===== config.mk =====
export PLATFORM = sky130hd
export DESIGN_NAME = ttt_io_bridge_flat
export DESIGN_NICKNAME = d
export VERILOG_FILES = /design/src/rtl/ttt_pkg.sv /design/src/rtl/ttt_io_bridge_if.sv /design/src/rtl/ttt_event_fifo.sv /design/src/rtl/ttt_io_bridge.sv /design/src/flat_wrapper.sv
export SDC_FILE = /design/constraint.sdc
export NUM_CORES = 1
export LEC_CHECK = 0
export CORE_MARGIN = 4
export CORE_UTILIZATION = 54
export CTS_BUF_LIST = sky130_fd_sc_hd__clkbuf_8
export DETAILED_ROUTE_END_ITERATION = 16
export PLACE_DENSITY = 0.87
export SKIP_LAST_GASP = 1
export SYNTH_ARGS = -nofsm -noshare
export SYNTH_HDL_FRONTEND = slang
export SYNTH_SLANG_ARGS = --single-unit

===== constraint.sdc =====
create_clock -name clk -period 4.71 [get_ports clk]
set_clock_uncertainty 0.1 [all_clocks]
set_input_delay 0.942 -clock clk [delete_from_list [all_inputs] [get_ports clk]]
set_output_delay 0.942 -clock clk [all_outputs]
set_load 0.01 [all_outputs]

===== src/rtl/ttt_pkg.sv =====
// Shared definitions for the tick-tock-tokens host bridge: opcodes, pin_out
// bit positions and error/status bit indices.
package ttt_pkg;

    typedef enum logic [3:0] {
        OP_NOP      = 4'b0000,
        OP_INPUT    = 4'b0001,
        OP_ADVANCE  = 4'b0010,
        OP_CLEAR    = 4'b0011,
        OP_PASS     = 4'b1000,
        OP_PROG_DUR = 4'b1001,
        OP_PROG_GTH = 4'b1010,
        OP_PROG_BTH = 4'b1011,
        OP_NET_GW   = 4'b1100,
        OP_NET_BW   = 4'b1101,
        OP_NET_PTR  = 4'b1110,
        OP_NET_IDX  = 4'b1111
    } ttt_op_e;

    localparam int PIN_OUT_PROC_LSB  = 4;
    localparam int PIN_OUT_SS_LSB    = 2;
    localparam int PIN_OUT_STAGE_LSB = 0;

    localparam int ERR_ILLEGAL     = 0;
    localparam int ERR_OVERFLOW    = 1;
    localparam int ERR_OVERRUN     = 2;
    localparam int STATUS_NONEMPTY = 3;

    function automatic int max_int(input int a, input int b);
        return (a > b) ? a : b;
    endfunction

endpackage


===== src/rtl/ttt_io_bridge_if.sv =====
// Command and event bus between the host bridge (master) and the core (slave).
interface ttt_io_bridge_if #(
    parameter int NUM_PROCESSORS  = 8,
    parameter int NUM_CONNECTIONS = 32,
    parameter int NEW_TOKEN_BITS  = 2,
    parameter int TOKEN_BITS      = 7,
    parameter int DURATION_BITS   = 7
);
    import ttt_pkg::*;

    localparam int PROC_BITS  = $clog2(NUM_PROCESSORS);
    localparam int CONN_BITS  = $clog2(NUM_CONNECTIONS);
    localparam int VALUE_BITS = max_int(TOKEN_BITS, DURATION_BITS);

    logic                      cmd_valid;
    logic                      cmd_ready;
    logic [3:0]                cmd_op;
    logic [PROC_BITS-1:0]      cmd_proc;
    logic [CONN_BITS-1:0]      cmd_conn;
    logic [NEW_TOKEN_BITS-1:0] cmd_good;
    logic [NEW_TOKEN_BITS-1:0] cmd_bad;
    logic [VALUE_BITS-1:0]     cmd_value;

    logic                      ev_valid;
    logic [PROC_BITS-1:0]      ev_proc;
    logic [1:0]                ev_startstop;
    logic [1:0]                core_stage;

    modport master (
        output cmd_valid, cmd_op, cmd_proc, cmd_conn, cmd_good, cmd_bad, cmd_value,
        input  cmd_ready, ev_valid, ev_proc, ev_startstop, core_stage
    );

    modport slave (
        input  cmd_valid, cmd_op, cmd_proc, cmd_conn, cmd_good, cmd_bad, cmd_value,
        output cmd_ready, ev_valid, ev_proc, ev_startstop, core_stage
    );

endinterface


===== src/rtl/ttt_event_fifo.sv =====
// Power-of-two event FIFO; pointers carry an extra wrap bit so full and empty
// are told apart without a separate count.
module ttt_event_fifo #(
    parameter int WIDTH = 5,
    parameter int DEPTH = 4
) (
    input  logic             clk,
    input  logic             rst_n,
    input  logic             push_i,
    input  logic             pop_i,
    input  logic [WIDTH-1:0] data_i,
    output logic [WIDTH-1:0] data_o,
    output logic             full_o,
    output logic             empty_o,
    output logic             overflow_o
);
    localparam int AW = $clog2(DEPTH);

    logic [AW:0]      wr_q;
    logic [AW:0]      rd_q;
    logic [WIDTH-1:0] mem_q [DEPTH];
    logic             do_push;
    logic             do_pop;

    assign empty_o = (wr_q == rd_q);
    assign full_o  = (wr_q[AW] != rd_q[AW]) && (wr_q[AW-1:0] == rd_q[AW-1:0]);

    // A pop frees a slot in the same cycle, so a full FIFO can still accept.
    assign do_pop     = pop_i && !empty_o;
    assign do_push    = push_i && (!full_o || do_pop);
    assign overflow_o = push_i && !do_push;

    assign data_o = empty_o ? '0 : mem_q[rd_q[AW-1:0]];

    always_ff @(posedge clk) begin
        if (!rst_n) begin
            wr_q <= '0;
            rd_q <= '0;
        end else begin
            if (do_push) begin
                mem_q[wr_q[AW-1:0]] <= data_i;
                wr_q                <= wr_q + (AW+1)'(1);
            end
            if (do_pop) begin
                rd_q <= rd_q + (AW+1)'(1);
            end
        end
    end

endmodule


===== src/rtl/ttt_io_bridge.sv =====
// Host-pin front-end for ttt_main: toggle-strobed command capture with a
// one-entry command slot, an event FIFO drained by pop toggles, sticky errors.
module ttt_io_bridge
    import ttt_pkg::*;
#(
    parameter int NUM_PROCESSORS  = 8,
    parameter int NUM_CONNECTIONS = 32,
    parameter int NEW_TOKEN_BITS  = 2,
    parameter int TOKEN_BITS      = 7,
    parameter int DURATION_BITS   = 7,
    parameter int FIFO_DEPTH      = 4
) (
    input  logic        clk,
    input  logic        rst_n,
    input  logic [3:0]  pin_op,
    input  logic [11:0] pin_data,
    input  logic        pin_strobe,
    input  logic        pin_pop,
    output logic [7:0]  pin_out,
    output logic [3:0]  pin_status,
    ttt_io_bridge_if.master io
);
    localparam int PROC_BITS  = $clog2(NUM_PROCESSORS);
    localparam int CONN_BITS  = $clog2(NUM_CONNECTIONS);
    localparam int VALUE_BITS = max_int(TOKEN_BITS, DURATION_BITS);
    localparam int EV_W       = PROC_BITS + 2;

    logic                      strobe_q;
    logic                      pop_q;
    logic [1:0]                stage_q;
    logic [2:0]                err_q, err_d;
    logic                      valid_q, valid_d;
    logic [3:0]                op_q, op_d;
    logic [PROC_BITS-1:0]      proc_q, proc_d;
    logic [CONN_BITS-1:0]      conn_q, conn_d;
    logic [NEW_TOKEN_BITS-1:0] good_q, good_d;
    logic [NEW_TOKEN_BITS-1:0] bad_q, bad_d;
    logic [VALUE_BITS-1:0]     value_q, value_d;

    logic [3:0]                hi;
    logic [7:0]                lo;
    logic                      detect;
    logic                      dec_fwd, dec_clear, dec_bad_op, dec_proc_op, dec_conn_op;
    logic                      dec_illegal;
    logic [PROC_BITS-1:0]      dec_proc;
    logic [CONN_BITS-1:0]      dec_conn;
    logic [NEW_TOKEN_BITS-1:0] dec_good, dec_bad;
    logic [VALUE_BITS-1:0]     dec_value;
    logic [2:0]                err_new;

    logic                      ev_push, ev_pop;
    logic [EV_W-1:0]           head;
    logic                      fifo_empty, fifo_full_unused, fifo_overflow;
    logic [PROC_BITS-1:0]      head_proc;
    logic [1:0]                head_ss;

    assign hi     = pin_data[11:8];
    assign lo     = pin_data[7:0];
    assign detect = (pin_strobe != strobe_q);

    always_comb begin
        dec_fwd     = 1'b0;
        dec_clear   = 1'b0;
        dec_bad_op  = 1'b0;
        dec_proc_op = 1'b0;
        dec_conn_op = 1'b0;
        dec_proc    = '0;
        dec_conn    = '0;
        dec_good    = '0;
        dec_bad     = '0;
        dec_value   = '0;
        case (pin_op)
            OP_NOP, OP_ADVANCE, OP_PASS: dec_fwd = 1'b1;
            OP_CLEAR: dec_clear = 1'b1;
            OP_INPUT: begin
                dec_fwd     = 1'b1;
                dec_proc_op = 1'b1;
                dec_proc    = PROC_BITS'(hi);
                dec_good    = NEW_TOKEN_BITS'(lo[7:4]);
                dec_bad     = NEW_TOKEN_BITS'(lo[3:0]);
            end
            OP_PROG_DUR, OP_PROG_GTH, OP_PROG_BTH: begin
                dec_fwd     = 1'b1;
                dec_proc_op = 1'b1;
                dec_proc    = PROC_BITS'(hi);
                dec_value   = VALUE_BITS'(lo);
            end
            OP_NET_GW: begin
                dec_fwd     = 1'b1;
                dec_conn_op = 1'b1;
                dec_good    = NEW_TOKEN_BITS'(hi);
                dec_conn    = CONN_BITS'(lo);
            end
            OP_NET_BW: begin
                dec_fwd     = 1'b1;
                dec_conn_op = 1'b1;
                dec_bad     = NEW_TOKEN_BITS'(hi);
                dec_conn    = CONN_BITS'(lo);
            end
            OP_NET_PTR, OP_NET_IDX: begin
                dec_fwd     = 1'b1;
                dec_proc_op = 1'b1;
                dec_conn_op = 1'b1;
                dec_proc    = PROC_BITS'(hi);
                dec_conn    = CONN_BITS'(lo);
            end
            default: dec_bad_op = 1'b1;
        endcase
        dec_illegal = dec_bad_op
                   || (dec_proc_op && (32'(hi) >= NUM_PROCESSORS))
                   || (dec_conn_op && (32'(lo) >= NUM_CONNECTIONS));
    end

    // Slot frees and reloads in one cycle when the core accepts as a new
    // command arrives; only a held slot turns a new command into an overrun.
    always_comb begin
        valid_d = valid_q;
        op_d    = op_q;
        proc_d  = proc_q;
        conn_d  = conn_q;
        good_d  = good_q;
        bad_d   = bad_q;
        value_d = value_q;
        err_new = '0;
        if (valid_q && io.cmd_ready) begin
            valid_d = 1'b0;
            op_d    = '0;
            proc_d  = '0;
            conn_d  = '0;
            good_d  = '0;
            bad_d   = '0;
            value_d = '0;
        end
        if (detect) begin
            if (dec_illegal) begin
                err_new[ERR_ILLEGAL] = 1'b1;
            end else if (dec_fwd) begin
                if (!valid_q || io.cmd_ready) begin
                    valid_d = 1'b1;
                    op_d    = pin_op;
                    proc_d  = dec_proc;
                    conn_d  = dec_conn;
                    good_d  = dec_good;
                    bad_d   = dec_bad;
                    value_d = dec_value;
                end else begin
                    err_new[ERR_OVERRUN] = 1'b1;
                end
            end
        end
        err_new[ERR_OVERFLOW] = fifo_overflow;
        err_d = ((detect && dec_clear) ? 3'b000 : err_q) | err_new;
    end

    // Edge-detect registers follow the pins even in reset so held levels
    // never look like a toggle once reset releases.
    always_ff @(posedge clk) begin
        strobe_q <= pin_strobe;
        pop_q    <= pin_pop;
        if (!rst_n) begin
            stage_q <= '0;
            err_q   <= '0;
            valid_q <= 1'b0;
            op_q    <= '0;
            proc_q  <= '0;
            conn_q  <= '0;
            good_q  <= '0;
            bad_q   <= '0;
            value_q <= '0;
        end else begin
            stage_q <= io.core_stage;
            err_q   <= err_d;
            valid_q <= valid_d;
            op_q    <= op_d;
            proc_q  <= proc_d;
            conn_q  <= conn_d;
            good_q  <= good_d;
            bad_q   <= bad_d;
            value_q <= value_d;
        end
    end

    assign ev_push = io.ev_valid && (io.ev_startstop != 2'b00);
    assign ev_pop  = (pin_pop != pop_q);

    ttt_event_fifo #(
        .WIDTH (EV_W),
        .DEPTH (FIFO_DEPTH)
    ) u_fifo (
        .clk        (clk),
        .rst_n      (rst_n),
        .push_i     (ev_push),
        .pop_i      (ev_pop),
        .data_i     ({io.ev_proc, io.ev_startstop}),
        .data_o     (head),
        .full_o     (fifo_full_unused),
        .empty_o    (fifo_empty),
        .overflow_o (fifo_overflow)
    );

    assign head_proc = head[EV_W-1:2];
    assign head_ss   = head[1:0];

    always_comb begin
        pin_out = '0;
        pin_out[PIN_OUT_PROC_LSB +: 4]  = 4'(head_proc);
        pin_out[PIN_OUT_SS_LSB +: 2]    = head_ss;
        pin_out[PIN_OUT_STAGE_LSB +: 2] = stage_q;
        pin_status = '0;
        pin_status[STATUS_NONEMPTY] = !fifo_empty;
        pin_status[ERR_OVERRUN]     = err_q[ERR_OVERRUN];
        pin_status[ERR_OVERFLOW]    = err_q[ERR_OVERFLOW];
        pin_status[ERR_ILLEGAL]     = err_q[ERR_ILLEGAL];
    end

    assign io.cmd_valid = valid_q;
    assign io.cmd_op    = op_q;
    assign io.cmd_proc  = proc_q;
    assign io.cmd_conn  = conn_q;
    assign io.cmd_good  = good_q;
    assign io.cmd_bad   = bad_q;
    assign io.cmd_value = value_q;

endmodule


===== src/flat_wrapper.sv =====
// flat-port wrapper written by rule: the top's interface ports become plain ports
module ttt_io_bridge_flat import ttt_pkg::*;
#(
    parameter int NUM_PROCESSORS  = 8,
    parameter int NUM_CONNECTIONS = 32,
    parameter int NEW_TOKEN_BITS  = 2,
    parameter int TOKEN_BITS      = 7,
    parameter int DURATION_BITS   = 7,
    parameter int FIFO_DEPTH      = 4
)
  (clk, rst_n, pin_op, pin_data, pin_strobe, pin_pop, pin_out, pin_status, io_cmd_valid, io_cmd_op, io_cmd_proc, io_cmd_conn, io_cmd_good, io_cmd_bad, io_cmd_value, io_cmd_ready, io_ev_valid, io_ev_proc, io_ev_startstop, io_core_stage);
  ttt_io_bridge_if #(.NUM_PROCESSORS(NUM_PROCESSORS), .NUM_CONNECTIONS(NUM_CONNECTIONS), .NEW_TOKEN_BITS(NEW_TOKEN_BITS), .TOKEN_BITS(TOKEN_BITS), .DURATION_BITS(DURATION_BITS)) io_i ();
  input  logic clk;
  input  logic rst_n;
  input  logic [3:0] pin_op;
  input  logic [11:0] pin_data;
  input  logic pin_strobe;
  input  logic pin_pop;
  output logic [7:0] pin_out;
  output logic [3:0] pin_status;
  output wire logic [$bits(io_i.cmd_valid)-1:0] io_cmd_valid;
  output wire logic [$bits(io_i.cmd_op)-1:0] io_cmd_op;
  output wire logic [$bits(io_i.cmd_proc)-1:0] io_cmd_proc;
  output wire logic [$bits(io_i.cmd_conn)-1:0] io_cmd_conn;
  output wire logic [$bits(io_i.cmd_good)-1:0] io_cmd_good;
  output wire logic [$bits(io_i.cmd_bad)-1:0] io_cmd_bad;
  output wire logic [$bits(io_i.cmd_value)-1:0] io_cmd_value;
  input wire logic [$bits(io_i.cmd_ready)-1:0] io_cmd_ready;
  input wire logic [$bits(io_i.ev_valid)-1:0] io_ev_valid;
  input wire logic [$bits(io_i.ev_proc)-1:0] io_ev_proc;
  input wire logic [$bits(io_i.ev_startstop)-1:0] io_ev_startstop;
  input wire logic [$bits(io_i.core_stage)-1:0] io_core_stage;
  assign io_cmd_valid = io_i.cmd_valid;
  assign io_cmd_op = io_i.cmd_op;
  assign io_cmd_proc = io_i.cmd_proc;
  assign io_cmd_conn = io_i.cmd_conn;
  assign io_cmd_good = io_i.cmd_good;
  assign io_cmd_bad = io_i.cmd_bad;
  assign io_cmd_value = io_i.cmd_value;
  assign io_i.cmd_ready = io_cmd_ready;
  assign io_i.ev_valid = io_ev_valid;
  assign io_i.ev_proc = io_ev_proc;
  assign io_i.ev_startstop = io_ev_startstop;
  assign io_i.core_stage = io_core_stage;
  ttt_io_bridge #(.NUM_PROCESSORS(NUM_PROCESSORS), .NUM_CONNECTIONS(NUM_CONNECTIONS), .NEW_TOKEN_BITS(NEW_TOKEN_BITS), .TOKEN_BITS(TOKEN_BITS), .DURATION_BITS(DURATION_BITS), .FIFO_DEPTH(FIFO_DEPTH)) u_core (.clk(clk), .rst_n(rst_n), .pin_op(pin_op), .pin_data(pin_data), .pin_strobe(pin_strobe), .pin_pop(pin_pop), .pin_out(pin_out), .pin_status(pin_status), .io(io_i));
endmodule

**Yosys cells after proc, flatten, opt, wreduce, memory -nomap -nowiden**

Memories as Yosys holds them, arrays and structs flattened. A register that Yosys moved wholly into a read port is not among the register bits.
Index checks and enable logic that the tools add are counted.
W data, S select, Z words.

- Output and inout bits: 36
- Register bits: 37
- Memories kept: 1
- Input port bits: 29
- Memory bits (writable): 20
- Word-level logic and storage cells: 117

- Bitwise gates (word level): 1
- Reduce and logical (&&, ||, !) cells: 24
- Mux-type cells: 58
- Order comparisons: 2
- Equality and inequality tests: 16
- Add/subtract/negate cells: 2

Memory list:

| name | words | width | read ports | clocked after memory_dff | write ports | RTL line | text |
|---|---|---|---|---|---|---|---|
| u_core.u_fifo.mem_q | 4 | 5 | 1 | 1 | 1 | ttt_event_fifo.sv:21 | `logic [WIDTH-1:0] mem_q [DEPTH];` |

Operator list:

| operator | number |
|---|---|
| $mux W7 | 6 |
| $mux W5 | 7 |
| $eq A4 B4 Y1 const B | 8 |
| $mux W2 | 12 |
| $mux W3 | 7 |
| $mux W4 | 5 |
| $mux W1 | 19 |
| $reduce_or A12 Y1 | 1 |
| $reduce_or A11 Y1 | 1 |
| $logic_and A1 B1 Y1 | 9 |
| $eq A4 B2 Y1 const B | 2 |
| $ge A8 B6 Y1 const B | 1 |
| $pmux W2 S2 | 2 |
| $add A3 B1 Y3 const B | 2 |
| $reduce_or A6 Y1 | 1 |
| $eq A4 B1 Y1 const B | 1 |
| $ge A4 B4 Y1 const B | 1 |
| $logic_not A1 Y1 | 4 |
| $logic_not A4 Y1 | 1 |
| $logic_or A1 B1 Y1 | 4 |
| $reduce_or A4 Y1 | 1 |
| $eq A3 B3 Y1 | 1 |
| $ne A1 B1 Y1 | 3 |
| $or A3 B3 Y3 | 1 |
| other kinds (3) | 3 |

**Depth between registers and ports, before layout**

Gate-level depths: netlist of the first run.

- Depth in word-level cells: 9
- Mapped depth: 6
- Depth with buffers taken out: 4

**Modules after synthesis**

A second synthesis of the first run with hierarchy kept.

- Cell total of the unflattened synthesis: 207
- Area total of the unflattened synthesis: 2,597.5 sq um

Modules (own cells, without submodules):

| module | sequential area each (sq um) | cells each | instances | area an instance (sq um) |
|---|---|---|---|---|
| ttt_event_fifo | 760.7 | 87 | 1 | 1,313.8 |
| ttt_io_bridge | 620.6 | 120 | 1 | 1,283.7 |

**Worst setup path before layout of the first run**

No wires, ideal clock.

- Kind: input port to flip-flop
- Start: in pin_data[5]
- End: reg u_core.value_q[0], in the netlist u_core.io.cmd_value[0]
- Arrival time: 2.507 ns
- Cell stages on the path: 5
- Setup slack: 2.031 ns
- Setup time: 0.072 ns
- Data required time: 4.538 ns
- Path buffers: 1
- Cell sequence: or4b_1 a211o_1 nor3_4 buf_8 mux2i_1

- Cells in the longest elaborated chain, start to end: 5

RTL lines:

| what | RTL line | text |
|---|---|---|
| from (decl) | flat_wrapper.sv:16 | `input logic [11:0] pin_data;` |
| $ge A8 B6 Y1 | ttt_io_bridge.sv:111 | `\|\| (dec_conn_op && (32'(lo) >= NUM_CONNECTIONS));` |
| $logic_and A1 B1 Y1 | ttt_io_bridge.sv:111 |  |
| $logic_or A1 B1 Y1 | ttt_io_bridge.sv:111 |  |
| $mux W7 | ttt_io_bridge.sv:135 | `if (dec_illegal) begin` |
| $mux W7 | ttt_io_bridge.sv:134 | `if (detect) begin` |
| to (signal assigned) | ttt_io_bridge.sv:179 | `value_q <= value_d;` |
| to (decl) | ttt_io_bridge.sv:38 | `logic [VALUE_BITS-1:0] value_q, value_d;` |

No other way between the ends.
A chain may end at the register's enable or synchronous reset.

**Final worst setup path of the first run**

- Start: in pin_op[3]
- End: reg u_core.conn_q[1], in the netlist u_core.io.cmd_conn[1]

- Cells in the longest elaborated chain, start to end: 8
- Elaborated cells on any way between the ends: 29
- Those cells by class: 11 x eq/ne; 9 x mux; 9 x reduce/logical

RTL lines:

| what | RTL line | text |
|---|---|---|
| from (decl) | flat_wrapper.sv:15 | `input logic [3:0] pin_op;` |
| $eq A4 B4 Y1 / $eq A4 B1 Y1 (equally long branches) | ttt_io_bridge.sv:72 | `case (pin_op)` |
| $reduce_or A6 Y1 (no line) | - |  |
| $mux W1 | ttt_io_bridge.sv:72 |  |
| $logic_and A1 B1 Y1 | ttt_io_bridge.sv:110 | `\|\| (dec_proc_op && (32'(hi) >= NUM_PROCESSORS))` |
| $logic_or A1 B1 Y1 | ttt_io_bridge.sv:110 |  |
| $logic_or A1 B1 Y1 | ttt_io_bridge.sv:111 |  |
| $mux W5 * | ttt_io_bridge.sv:135 |  |
| $mux W5 * | ttt_io_bridge.sv:134 |  |
| to (signal assigned) | ttt_io_bridge.sv:176 | `conn_q <= conn_d;` |
| to (decl) | ttt_io_bridge.sv:35 | `logic [CONN_BITS-1:0] conn_q, conn_d;` |

Every way passes the cells marked *; elsewhere a longest branch is shown, timed or not.

==> results of run 1 <==
==> metal layers <==
| layer | wire length (um) | track usage | vias to the layer above |
|---|---|---|---|
| met4 | 112 | 0.08541 | 0 |
| met1 | 2420 | 0.2275 | 878 |
| li1 | - | - | 938 |
| met3 | 375 | 0.07728 | 14 |
| met5 | 0 | 0 | - |
| met2 | 2731 | 0.3428 | 72 |
==> sequential cells by signal, summed over array words and instances, names as in the netlist, named ones only <==
| name | cells |
|---|---|
| u_core.io.cmd_op | 4 |
| u_core.err_q | 3 |
| u_core.u_fifo.rd_q | 3 |
| u_core.io.cmd_conn | 5 |
| u_core.io.cmd_good | 2 |
| u_core.u_fifo.mem_q | 20 |
| u_core.stage_q | 2 |
| u_core.io.cmd_valid | 1 |
| u_core.io.cmd_value | 7 |
| u_core.pop_q | 1 |
| u_core.io.cmd_bad | 2 |
| u_core.io.cmd_proc | 3 |
| u_core.strobe_q | 1 |
| u_core.u_fifo.wr_q | 3 |
==> power by group <==
| group | switching [mW] | leakage (nW) | total [mW] | internal [mW] |
|---|---|---|---|---|
| Clock | 0.200 | 0.0843 | 0.403 | 0.204 |
| Sequential | 0.0205 | 0.498 | 0.567 | 0.547 |
| Combinational | 0.0973 | 0.643 | 0.221 | 0.124 |
| Total | 0.318 | 1.23 | 1.19 | 0.874 |
==> critical path, stage by stage <==
cell and delay (ns):
clkdlybuf4s50_1 0.70, or4b_1 0.47, a211o_1 0.36, nor3_4 0.19, buf_4 0.38, mux2i_1 0.23
==> cell families after synthesis <==
kind of cell / count (synthesis) / synth area share
XOR/XNOR: 8 / 0.02716
buffers and inverters: 16 / 0.03347
AND/OR/NAND/NOR: 93 / 0.1877
flip-flops: 59 / 0.5354
adder cells (fa/ha/maj): 5 / 0.02425
other: 1 / 0.001454
AO/OA/AOI/OAI: 20 / 0.05383
multiplexers: 29 / 0.1368
==> final cells by class <==
class                           instances  share of cell area
Clock inverter                          6             0.01214
Timing Repair Buffer                   66              0.1920
Tap cell                               52             0.01912
Multi-Input combinational cell        156              0.3270
Clock buffer                           10             0.04046
Sequential cell                        59              0.4060
Inverter                                3            0.003310
==> stage by stage <==
step           hold slack, ns  power, mW  utilization  std cells  setup slack (ns)
2_1_floorplan          0.3790     0.7003            -        231             2.031
3_5_place_dp           0.3512     0.8011       0.7204        336             1.250
6_report               0.3577      1.191       0.7603        352             1.581
3_3_place_gp           0.3438     0.7923       0.7204        336             1.319
4_1_cts                0.3621      1.204       0.7603        352             1.607
5_1_grt                0.3765      1.252       0.7603        352             1.468
==> cells in the final DEF, fill, tap and decap left out, types with 2 or more instances in the layout <==
master	count
mux2i_1	24
a21boi_0	2
xnor2_1	5
nor2b_1	8
clkinvlp_4	3
clkdlybuf4s50_1	63
nand4_1	2
xor2_1	3
edfxtp_1	20
and3_1	8
dfxtp_1	39
and2_1	7
o21ai_0	6
nor4bb_1	4
a22o_1	2
buf_4	3
ha_1	5
nand3_1	10
clkinv_2	2
nor2_1	5
o21a_1	2
mux4_2	5
inv_1	3
nand2_1	43
clkbuf_8	10
==> worst paths after layout <==
path,start,endpoint,slack (ns),depth (start not counted)
min reg2reg,u_core.io.cmd_op[0]$_SDFF_PN0_,u_core.io.cmd_op[0]$_SDFF_PN0_,0.36,2
min,u_core.io.cmd_op[0]$_SDFF_PN0_,u_core.io.cmd_op[0]$_SDFF_PN0_,0.36,2
max,pin_op[3],u_core.io.cmd_conn[1]$_SDFF_PN0_,1.58,6
max reg2reg,u_core.u_fifo.rd_q[2]$_SDFFE_PN0P_,u_core.u_fifo.mem_q[0][3]$_DFFE_PP_,2.72,3
==> results.md, run 1 <==
* Crit end category: register
* PostCTS Resize Cnt at 0
* Synth cell types at 38
* Min cycle time layout at about 3.1 ns
* Die width at just under 80 um
* Pins Over Slew Limit at 0
* CP Max Fanout at 23
* CTS buffer count at 9
* Post-synthesis cell count at approximately 230
* Die height at around 77 um
* CTS Sinks at 59
* Worst ir drop on vdd at between 150 and 200 uV
* CTS clk-pin slew, worst paths at 0.07 ns
* Synthesis-to-layout area growth at 31.86%
* Cell Area, Placed at 3223 um^2
* Relative slew slack at 0.4893
* Nets at roughly 330
* Number of rows in the core area at 24
* First-pass GRT wire length at roughly 9500 um
* Synth Area per Inst at roughly 11 um^2
* Net Count, Synth at 265
* Endpoints failing hold at 0
* Core area at between 4000 and 5000 um^2
* Number of antenna diodes at 0
* Starting Density at 0.5766
* Startpoint types: input pin
* Synth area leaders: dfxtp_1 (30%), edfxtp_1 (23%), mux2i_1 (9.3%), nand2_1 (6.3%), mux4_2 (4.4%)
* # hold bufs at CTS at 0
* DR iter-0 viols at roughly 120
* Lkg Pwr at between 1 and 1.5 nW
* Vias per cell at roughly 5.4
* Sequential-to-total area share from yosys stat at 0.5354
* Die ar. at between 5000 and 6000 um^2
* Top post-synthesis cells by count: nand2_1 (43), dfxtp_1 (39), mux2i_1 (24)
* Grt ovf at 0
* Via count at approximately 1900
* Final setup TNS at 0 ns
* Cell with the most instances after synthesis: nand2_1
* FF/Latch Area at roughly 1400 um^2
* Skew-Pair Late Insertion Delay at roughly 0.33 ns
* YS warnings at 0
* WL/cell at 16.02 um
* Top-Level Pins at 65
* Tightest Hold Check Type: reg2reg
* Status: finished clean
* Max frequency at between 300 and 400 MHz
* Critical path class: in2reg
* Number of synthesized flops with an enable pin at 20
* Post-CTS setup buffer count at 0
* Crit share post-route at 0.6644
* WP data arrival at ~3.3 ns
* Largest net degree at the start of global routing at 34
* Ys flop type: dfxtp_1
* DR pass1 iterations at 4
* Max clock buf depth at 2
* Initial antenna violation count at 0
* Mapped Area at about 2600 um^2
* # H-tree levels at 3
* Hpwl dp at a little over 4000 um
* GRT Total Usage at 0.2026
* Max Cap Viol at 0
* CP Data Required Time at 4.87 ns
* Synth area leader: dfxtp_1
* CTS tree: done
* # DRC at 0
* Share of the synthesized area in the top cell type at 0.3026
* Root Driver: clkbuf_8
* Final Cell Area at 3402 um^2
* Final setup viols at 0
* Power per cell area at about 350 nW/um^2
* IO Port Bufs at between 60 and 70
* Multi-input gate area at 1112 um^2
* Slew @ Worst Pin at 0.7557 ns
* RSZ-0062 raised after global routing: no
* Vias in the first global route at approximately 2100
* Asr flop ratio synth at 0
* Layout cell share with drive strength beyond 1 at 0.09000
* Seq cells post-synth at a little under 60
* RD Place Congestion at between 0.8 and 0.9
* # fillers at 325
* Detailed-route wire length at 5639 um
* Antenna-violating nets left at 0
Power figures use the tool's default switching activity.
==> inputs of run 2 (changes only) <==
--- a/config.mk
+++ b/config.mk
@@ -6,10 +6,10 @@
 export NUM_CORES = 1
 export LEC_CHECK = 0
 export CORE_MARGIN = 4
-export CORE_UTILIZATION = 54
+export CORE_UTILIZATION = 46
 export CTS_BUF_LIST = sky130_fd_sc_hd__clkbuf_8
 export DETAILED_ROUTE_END_ITERATION = 16
-export PLACE_DENSITY = 0.87
+export PLACE_DENSITY = 0.79
 export SKIP_LAST_GASP = 1
 export SYNTH_ARGS = -nofsm -noshare
 export SYNTH_HDL_FRONTEND = slang
==> constraint.sdc (replaced) <==
create_clock -name clk -period 2.77 [get_ports clk]
set_clock_uncertainty 0.1 [all_clocks]
set_input_delay 0.554 -clock clk [delete_from_list [all_inputs] [get_ports clk]]
set_output_delay 0.554 -clock clk [all_outputs]
set_load 0.01 [all_outputs]
==> results.md, run 2 (synthesized netlist as in run 1, its figures left out) <==
* Core area at 5473 um^2 (+22%)
* Relative slew slack at 0.6365 (+0.1472)
* Top-Level Pins at 65 (unchanged)
* Max clock buf depth at 2 (unchanged)
* Max Cap Viol at 0 (unchanged)
* RSZ-0062 raised after global routing: no
* Critical path class: reg2out
* Antenna-violating nets left at 0 (unchanged)
* WP depth at 3 (-3)
* Hold_sp: u_core.io.cmd_value[5]$_SDFF_PN0_
* Clock network fraction of total power at 0.393 (+0.054)
* Crit-path max cell delay at 0.55 ns (-0.15 ns)
* Pins Over Slew Limit at 0 (unchanged)
* Min cycle time layout at ~2.7 ns
* WP data arrival at 2.02 ns (-1.27 ns)
* DR iter-0 viols at 76 (-38%)
* Layout cell share with drive strength beyond 1 at 0.1075 (+0.01749)
* R2R Setup Slk at 1.05 ns (-1.67 ns)
* Reg power frac at 0.435 (-0.041)
* Multi-input gate area at 1112 um^2 (unchanged)
* Register-to-Register Path Depth at 3 (unchanged)
* DR pass1 iterations at 4 (unchanged)
* CTS Sinks at 59 (unchanged)
* Nets at 336 (+2.1%)
* Vias in the first global route at 1947 (-5.2%)
* Fin util at 0.6447 (-0.1156)
* # fillers at 454 (+40%)
* # DRC at 0 (unchanged)
* Reg2reg end: u_core.u_fifo.mem_q[0][3]$_DFFE_PP_
* CP Max Fanout at 5 (-78%)
* Tightest Hold Check Type: reg2reg
* Gate power share at 0.171 (-0.014)
* WP buf/inv at 1 (-1)
* CP Data Required Time at 2.12 ns (-2.75 ns)
* First-pass GRT wire length at 9287 um (-1.8%)
* Max frequency at between 300 and 400 MHz
* Via count at 1941 (+2.1%)
* Number of antenna diodes at 0 (unchanged)
* Skew-Pair Late Insertion Delay at 0.33 ns (about the same)
* Sw power at 518.6 uW (+63%)
* Initial antenna violation count at 0 (unchanged)
* GRT Total Usage at 0.1669 (-0.03573)
* CP cell instances: mux4_2 -> nor2b_1 -> clkdlybuf4s50_1
* FF/Latch Area at 1381 um^2 (unchanged)
* RD Place Congestion at 0.7568 (-12%)
* Crit end category: output pin
* Vias per cell at 5.121 (-5.2%)
* Starting Density at 0.4714 (-0.1052)
* Post-CTS setup buffer count at 0 (unchanged)
* Slowest cell on the critical path: mux4_2
* Lkg Pwr at 1.293 nW (+5.5%)
* Status: finished clean
* Largest register FFs at 20 (unchanged)
* Number of rows in the core area at 27 (+13%)
* Cell Int Power at 1.696 mW (+94%)
* WL/cell at 14.97 um (-6.6%)
* # hold bufs at CTS at 0 (unchanged)
* Power per cell area at 627.8 nW/um^2 (+79%)
* CTS buffer count at 9 (unchanged)
* IO Port Bufs at 63 (unchanged)
* Commonest non-fill, non-tap cell in the layout: clkdlybuf4s50_1
* CP endpoint: pin_out[2]
* Synthesis-to-layout area growth at 36.76%
* Die ar. at 6871 um^2 (+16%)
* Root Driver: clkbuf_8
* Grt ovf at 0 (unchanged)
* Largest net degree at the start of global routing at 24 (-29%)
* CTS tree: done
* Hpwl dp at 4132 um (+1.1%)
* Die height at 82.89 um (+7.5%)
* Endpoints failing hold at 0 (unchanged)
* Crit share post-route at 0.9653
* Cell Area, Placed at 3301 um^2 (+2.4%)
* PostCTS Resize Cnt at 0 (unchanged)
* Final setup viols at 0 (unchanged)
* CTS clk-pin slew, worst paths at 0.06 ns (about the same)
* Worst ir drop on vdd at 383.7 uV (+93%)
* Final Cell Area at 3528 um^2 (+3.7%)
* Reg-to-Reg Start: u_core.u_fifo.wr_q[0]$_SDFFE_PN0N_
* Die width at 82.89 um (+7.5%)
* Detailed-route wire length at 5672 um (+0.59%)
* Most frequent cells in the layout: clkdlybuf4s50_1 (63), nand2_1 (43), dfxtp_1 (39)
* Net Sw Frac at 0.2341 (-0.03243)
* Slew @ Worst Pin at 0.5435 ns (-0.2122 ns)
* # H-tree levels at 3 (unchanged)
* Kind of cell adding the most delay to the critical path: multiplexers
* Startpoint types: register
run 2: cell count changes in the layout (fill, tap and decap cells not counted), sizes merged:
cell	previous run	this run
clkinv	3	1
inv	3	4
clkbuf	10	11
buf	3	10
bufinv	0	2
clkinvlp	3	1
run 2: worst min path at each step:
stage,end,slack (ns),cells after the start
6_report,u_core.io.cmd_value[5]$_SDFF_PN0_,0.36,2
5_1_grt,u_core.io.cmd_value[3]$_SDFF_PN0_,0.38,2
4_1_cts,u_core.io.cmd_value[5]$_SDFF_PN0_,0.36,2
3_5_place_dp,u_core.io.cmd_value[1]$_SDFF_PN0_,0.35,2
3_3_place_gp,u_core.io.cmd_good[1]$_SDFF_PN0_,0.34,2
2_1_floorplan,u_core.io.cmd_bad[0]$_SDFF_PN0_,0.38,2
run 2: power groups by stage:
stage / logic (mW) / clock network [mW] / registers (mW)
3_5_place_dp: 0.382 / 0 / 0.983
5_1_grt: 0.411 / 0.932 / 0.970
6_report: 0.380 / 0.871 / 0.964
2_1_floorplan: 0.219 / 0 / 0.972
3_3_place_gp: 0.373 / 0 / 0.983
4_1_cts: 0.384 / 0.891 / 0.965
run 2: area by class of cell:
| cell class | instances | area share |
|---|---|---|
| sequential | 59 | 0.3915 |
| multi-input combinational | 156 | 0.3152 |
| inverter | 3 | 0.003191 |
| tap | 72 | 0.02553 |
| timing repair buffer | 73 | 0.2000 |
| clock buffer | 11 | 0.04291 |
| clock inverter | 5 | 0.02163 |
run 2: worst min-delay path: cells and delay by family, from the launching register on:
| family | cells | cell delay (ns) |
|---|---|---|
| DFF | 1 | 0.31 |
| muxes | 1 | 0.05 |
| and+or+nand+nor | 1 | 0.05 |
run 2: metrics by stage:
step | setup slack, ns | total power, mW | hold WS, ns | TNS [ns] | std cells
6_report | 0.09620 | 2.215 | 0.3568 | 0 | 379
5_1_grt | 0.006720 | 2.314 | 0.3806 | 0 | 379
4_1_cts | 0.05780 | 2.240 | 0.3586 | 0 | 379
3_5_place_dp | -0.02836 | 1.366 | 0.3465 | -0.1692 | 363
3_3_place_gp | 0.04807 | 1.357 | 0.3441 | 0 | 363
2_1_floorplan | 0.4791 | 1.191 | 0.3790 | 0 | 231
run 2: metal layers:
layer  global-route usage  vias up  wire (um)
li1                     -      949          -
met1               0.1965      921       2401
met2               0.2813       62       2775
met3              0.05357        9        432
met4              0.06686        0         62
met5                    0        -          0
